### src/rtl/csa_pipe_adder_if.sv
// Operand/result bundle for csa_pipe_adder: input beat handshake plus result handshake.
interface csa_pipe_adder_if #(
   parameter int unsigned WIDTH = 16
);
   logic             in_valid;
   logic             in_ready;
   logic [WIDTH-1:0] a;
   logic [WIDTH-1:0] b;
   logic             cin;
   logic             sub;
   logic             out_valid;
   logic             out_ready;
   logic [WIDTH-1:0] sum;
   logic             cout;
   logic             ovf;

   modport master (
      output in_valid, a, b, cin, sub, out_ready,
      input  in_ready, out_valid, sum, cout, ovf
   );

   modport slave (
      input  in_valid, a, b, cin, sub, out_ready,
      output in_ready, out_valid, sum, cout, ovf
   );
endinterface

### src/rtl/csa_pipe_adder.sv
// Pipelined carry-select adder/subtractor with valid/ready handshake and whole-pipe stall.
// Each stage resolves STG_BLKS blocks of BLK bits using the carry registered by the previous stage.
module csa_pipe_adder #(
   parameter int unsigned WIDTH    = 16,
   parameter int unsigned BLK      = 4,
   parameter int unsigned STG_BLKS = 2
) (
   input logic             clk,
   input logic             rst,
   csa_pipe_adder_if.slave bus
);
   localparam int unsigned NB  = WIDTH / BLK;
   localparam int unsigned NS  = (NB + STG_BLKS - 1) / STG_BLKS;
   localparam int unsigned MSB = WIDTH - 1;

   // Stage k inputs: index 0 is the incoming beat, index k>0 is stage k-1's register.
   logic             v_in  [NS];
   logic             c_in  [NS];
   logic [WIDTH-1:0] r_in  [NS];
   logic [WIDTH-1:0] a_in  [NS];
   logic [WIDTH-1:0] bb_in [NS];

   logic             v_d   [NS];
   logic             v_q   [NS];
   logic             c_d   [NS];
   logic             c_q   [NS];
   logic [WIDTH-1:0] r_d   [NS];
   logic [WIDTH-1:0] r_q   [NS];
   logic [WIDTH-1:0] a_d   [NS];
   logic [WIDTH-1:0] a_q   [NS];
   logic [WIDTH-1:0] bb_d  [NS];
   logic [WIDTH-1:0] bb_q  [NS];
   logic             ovf_d;
   logic             ovf_q;
   logic             stall;

   always_comb begin
      v_in[0]  = bus.in_valid;
      c_in[0]  = bus.sub ? ~bus.cin : bus.cin;
      r_in[0]  = '0;
      a_in[0]  = bus.a;
      bb_in[0] = bus.sub ? ~bus.b : bus.b;
      for (int unsigned k = 1; k < NS; k++) begin
         v_in[k]  = v_q[k-1];
         c_in[k]  = c_q[k-1];
         r_in[k]  = r_q[k-1];
         a_in[k]  = a_q[k-1];
         bb_in[k] = bb_q[k-1];
      end
   end

   always_comb begin
      logic         cy;
      logic [BLK:0] s0;
      logic [BLK:0] s1;
      cy = 1'b0;
      s0 = '0;
      s1 = '0;
      for (int unsigned k = 0; k < NS; k++) begin
         cy     = c_in[k];
         r_d[k] = r_in[k];
         // A trailing stage with fewer than STG_BLKS blocks simply skips the missing ones.
         for (int unsigned j = 0; j < STG_BLKS; j++) begin
            if (k * STG_BLKS + j < NB) begin
               s0 = {1'b0, a_in[k][(k*STG_BLKS+j)*BLK +: BLK]}
                  + {1'b0, bb_in[k][(k*STG_BLKS+j)*BLK +: BLK]};
               s1 = {1'b0, a_in[k][(k*STG_BLKS+j)*BLK +: BLK]}
                  + {1'b0, bb_in[k][(k*STG_BLKS+j)*BLK +: BLK]} + (BLK+1)'(1);
               {cy, r_d[k][(k*STG_BLKS+j)*BLK +: BLK]} = cy ? s1 : s0;
            end
         end
         c_d[k]  = cy;
         v_d[k]  = v_in[k];
         a_d[k]  = a_in[k];
         bb_d[k] = bb_in[k];
      end
      ovf_d = (a_in[NS-1][MSB] == bb_in[NS-1][MSB]) && (r_d[NS-1][MSB] != a_in[NS-1][MSB]);
   end

   always_ff @(posedge clk or posedge rst) begin
      if (rst) begin
         for (int unsigned k = 0; k < NS; k++) begin
            v_q[k]  <= 1'b0;
            c_q[k]  <= 1'b0;
            r_q[k]  <= '0;
            a_q[k]  <= '0;
            bb_q[k] <= '0;
         end
         ovf_q <= 1'b0;
      end else if (!stall) begin
         for (int unsigned k = 0; k < NS; k++) begin
            v_q[k]  <= v_d[k];
            c_q[k]  <= c_d[k];
            r_q[k]  <= r_d[k];
            a_q[k]  <= a_d[k];
            bb_q[k] <= bb_d[k];
         end
         ovf_q <= ovf_d;
      end
   end

   always_comb begin
      stall         = v_q[NS-1] && !bus.out_ready;
      bus.in_ready  = !stall;
      bus.out_valid = v_q[NS-1];
      bus.sum       = r_q[NS-1];
      bus.cout      = c_q[NS-1];
      bus.ovf       = ovf_q;
   end
endmodule

### src/flat_wrapper.sv
// flat-port wrapper written by rule: the top's interface ports become plain ports
module csa_pipe_adder_flat 
#(
   parameter int unsigned WIDTH    = 16,
   parameter int unsigned BLK      = 4,
   parameter int unsigned STG_BLKS = 2
)
  (clk, rst, bus_in_valid, bus_a, bus_b, bus_cin, bus_sub, bus_out_ready, bus_in_ready, bus_out_valid, bus_sum, bus_cout, bus_ovf);
  csa_pipe_adder_if #(.WIDTH(WIDTH)) bus_i ();
  input logic clk;
  input logic rst;
  input wire logic [$bits(bus_i.in_valid)-1:0] bus_in_valid;
  input wire logic [$bits(bus_i.a)-1:0] bus_a;
  input wire logic [$bits(bus_i.b)-1:0] bus_b;
  input wire logic [$bits(bus_i.cin)-1:0] bus_cin;
  input wire logic [$bits(bus_i.sub)-1:0] bus_sub;
  input wire logic [$bits(bus_i.out_ready)-1:0] bus_out_ready;
  output wire logic [$bits(bus_i.in_ready)-1:0] bus_in_ready;
  output wire logic [$bits(bus_i.out_valid)-1:0] bus_out_valid;
  output wire logic [$bits(bus_i.sum)-1:0] bus_sum;
  output wire logic [$bits(bus_i.cout)-1:0] bus_cout;
  output wire logic [$bits(bus_i.ovf)-1:0] bus_ovf;
  assign bus_i.in_valid = bus_in_valid;
  assign bus_i.a = bus_a;
  assign bus_i.b = bus_b;
  assign bus_i.cin = bus_cin;
  assign bus_i.sub = bus_sub;
  assign bus_i.out_ready = bus_out_ready;
  assign bus_in_ready = bus_i.in_ready;
  assign bus_out_valid = bus_i.out_valid;
  assign bus_sum = bus_i.sum;
  assign bus_cout = bus_i.cout;
  assign bus_ovf = bus_i.ovf;
  csa_pipe_adder #(.WIDTH(WIDTH), .BLK(BLK), .STG_BLKS(STG_BLKS)) u_core (.clk(clk), .rst(rst), .bus(bus_i));
endmodule
### config.mk
export PLATFORM = sky130hd
export DESIGN_NAME = csa_pipe_adder_flat
export DESIGN_NICKNAME = d
export VERILOG_FILES = /design/src/rtl/csa_pipe_adder_if.sv /design/src/rtl/csa_pipe_adder.sv /design/src/flat_wrapper.sv
export SDC_FILE = /design/constraint.sdc
export NUM_CORES = 1
export LEC_CHECK = 0
export BUFFER_PORTS_ARGS = -buffer_cell sky130_fd_sc_hd__buf_4
export CAP_MARGIN = 20
export CELL_PAD_IN_SITES_DETAIL_PLACEMENT = 0
export CELL_PAD_IN_SITES_GLOBAL_PLACEMENT = 2
export CORE_ASPECT_RATIO = 1.1
export CORE_MARGIN = 2
export CORE_UTILIZATION = 30
export DETAILED_ROUTE_END_ITERATION = 6
export PLACE_DENSITY_LB_ADDON = 0.2
export SYNTH_ARGS = -nofsm -noshare
export SYNTH_HDL_FRONTEND = slang
export SYNTH_SLANG_ARGS = --single-unit
### constraint.sdc
create_clock -name clk -period 3 [get_ports clk]
set_input_delay 0.6 -clock clk [delete_from_list [all_inputs] [get_ports clk]]
set_output_delay 0.6 -clock clk [all_outputs]
set_load 0.01 [all_outputs]
==> flow_summary.yaml <==
layout:
  drive_gt1_frac: 0.239
  register_area_um2: 1130
  multi_input_area_um2: 1500
  antenna_cells: 0
  layout.nets: 400
  fillers: 944
  syn2layout_area_growth_pct: 26.2
timing:
  rsz0062_at_grt: "false"
  setup_tns_ns: 0
  drv_slew: 0
  period_needed_ns: 2.58
  tightest_slew_ns: 0.541
  hold_violations: 0
  fmax_mhz: 388
  relSlewSlack: 0.639
  finClkSkew_ns: 0.00800
  setup_viol: 0
  finalCritPeriodShare: 0.859
clock_tree:
  clk_latency_ns: 0.30
  cts_setup_buffers: 0
  h-tree-depth: 2
  tritoncts: "built"
  cts_hold_buffers: 0
  cts_buffers: 5
  root_buffer: "clkbuf_8"
  numClockSinks: 45
  cts_resized: 0
  clock_path_buffers: 2
  path_clk_slew_ns: 0.09
critical_path:
  worstSetupPathType: "input port to flip-flop"
  slowest_stage: "fa_1"
  cpPeakStageDelay_ns: 0.41
  ff2ff_path_depth: 8
  path_common_cell: "xor2_1"
  r2r_start: "u_core.bb_d[8]$_DFFE_PP0N_"
  crit_start: "bus_sub"
  r2r-end: "u_core.bus.ovf$_DFFE_PP0N_"
  start_kind: "input port"
  crit_arrival_ns: 2.76
  cp_data_required_time_ns: 3.19
  critPathCaptureType: "flip-flop"
  ff2ff_setup_slack_ns: 0.44
  crit_chain: "buf_4, xor2_1, ha_1, fa_1, xor2_1, nand3_2, nor3_2, xnor2_2, nor4b_1, nor3_1"
  crit_path_max_fanout: 8
yosys:
  synth-edff-count: 0
  syn_avg_cell_area_um2: 9.53
  synth-main-ff-cell: "dfrtp_1"
  syn_inst: 281
  synth_area_um2: 2680
  ys.warnings.count: 0
  ys_seq_area_frac: 0.420
  ys_seq_elements: 45
  ys_types: 40
  synthesis.nets: 343
  synthArstFlopShare: 1.00
detailed_routing:
  num_vias: 2026
  ant_nets: 0
  post_drt_wl_per_cell_um: 12.2
  wl_mm: 5.54
  first_pass_iters: 4
  drc: 0
  vias_per_cell: 4.47
  drtIter0Drc: 60
floorplan:
  rows: 36
  initial_utilization: 0.305
  die-area_um2: 9700
  ios: 58
  die_y_um: 103
  die_x_um: 94.1
  core_area_um2: 8780
placement:
  port_buffers: 57
  gp_congestion: 0.727
  dpl.hpwl_mm: 4.10
global_route:
  grt_max_degree: 58
  track_usage: 0.124
  grt_pass1_wl_mm: 9.39
  grt_pass1_vias: 1982
  grt_remaining_overflow: 0
  antenna_found_initial: 0
status:
  status: "finished clean"
pwr:
  total_power_w: 0.00231
  powerDensity_nw_per_um2: 684
  p_leak_nw: 1.62
  peakVddDrop_mv: 0.232
min_path:
  worstHoldPathType: "input port to asynchronous set/reset pin"
run:
  cap_violations: 0
-- worst max-delay path by stage --
stage | end | slack [ns] | cells past startpoint
2_1_floorplan | u_core.c_in[0]$_DFFE_PP0N_ | 0.02 | 11
3_3_place_gp | u_core.c_in[0]$_DFFE_PP0N_ | 0.15 | 10
3_5_place_dp | u_core.c_in[0]$_DFFE_PP0N_ | 0.1 | 10
4_1_cts | u_core.bus.ovf$_DFFE_PP0N_ | 0.40 | 8
5_1_grt | u_core.c_in[0]$_DFFE_PP0N_ | 0.22 | 10
6_report | u_core.c_in[0]$_DFFE_PP0N_ | 0.42 | 10
-- per-stage QoR --
stage / hold WS [ns] / setup slack, ns / cells / area, um^2 / utilization
floorplan: 0.430 / 0.0196 / 281 / 2680 / -
global placement: 0.441 / 0.150 / 444 / 3230 / 0.368
detailed placement: 0.449 / 0.0952 / 444 / 3230 / 0.368
CTS: 0.470 / 0.399 / 452 / 3350 / 0.382
global route: 0.371 / 0.221 / 453 / 3380 / 0.385
finish: 0.332 / 0.422 / 453 / 3380 / 0.385
-- area by class of cell --
cell class / count / share of cell area
Tap cell: 114 / 0.0422
Clock buffer: 6 / 0.0244
Multi-Input combinational cell: 221 / 0.442
Sequential cell: 45 / 0.333
Timing Repair Buffer: 62 / 0.144
Clock inverter: 2 / 0.0111
Inverter: 3 / 0.00333
-- report_power, final --
group	internal (W)	switching, W	total (W)	leakage (nW)
Combinational	0.000462	0.000470	0.000932	1.03
Sequential	0.000787	0.000112	0.000899	0.535
Clock	0.000271	0.000211	0.000482	0.0574
-- kinds of logic after synthesis --
family	Yosys count	synth area share
muxes	4	0.0149
AOI/OAI and AO/OA	47	0.106
xor gates and xnor gates	36	0.130
adders and majority gates	24	0.123
and+or+nand+nor	110	0.181
DFF	45	0.420
buffers and inverters	15	0.0243
-- cells in the mapped netlist (3+ instances only) --
cell	instances	area, um^2
nand2_1	74	278
dfrtp_1	45	1130
ha_1	20	250
xnor2_1	18	158
a21oi_1	17	85.1
xor2_1	15	131
o21ai_0	13	65.1
nor2_1	11	41.3
a21o_1	8	60.1
clkbuf_1	7	26.3
nand3_1	6	30.0
fa_1	4	80.1
mux2i_1	4	40.0
and3_1	3	18.8
buf_1	3	11.3
nor3_1	3	15.0
-- registers in the layout, summed over array words and instances (netlist names) --
signal                count
u_core.c_in               1
u_core.bus.ovf            1
u_core.v_d                1
u_core.bb_d               8
u_core.bus.out_valid      1
u_core.r_d                8
u_core.bus.cout           1
u_core.a_d                8
u_core.bus.sum           16
-- routing by layer --
layer | vias up | track usage | wire (um) | share of wire
met5 | - | 0 | 0 | 0
li1 | 1058 | - | - | -
met3 | 7 | 0.0205 | 216 | 0.039
met1 | 919 | 0.158 | 2520 | 0.46
met2 | 42 | 0.211 | 2700 | 0.49
met4 | 0 | 0.0502 | 97 | 0.018
-- critical path, delay by kind of cell --
kind	cells	cell delay, ns
adder cells (fa/ha/maj)	2	0.62
buffers and inverters	1	0.14
XOR/XNOR	3	0.65
AND/OR/NAND/NOR	4	0.76
-- cells in the final DEF (no fill, tap or decap), types with 6 or more instances in the layout --
master | Yosys | layout
nand2_1 | 74 | 74
buf_4 | 0 | 61
dfrtp_1 | 45 | 45
ha_1 | 20 | 20
xnor2_1 | 18 | 18
a21oi_1 | 17 | 17
xor2_1 | 15 | 15
o21ai_0 | 13 | 13
nor2_1 | 11 | 11
a21o_1 | 8 | 8
nand3_1 | 6 | 6
clkbuf_8 | 0 | 6
Power figures use the tool's default switching activity.
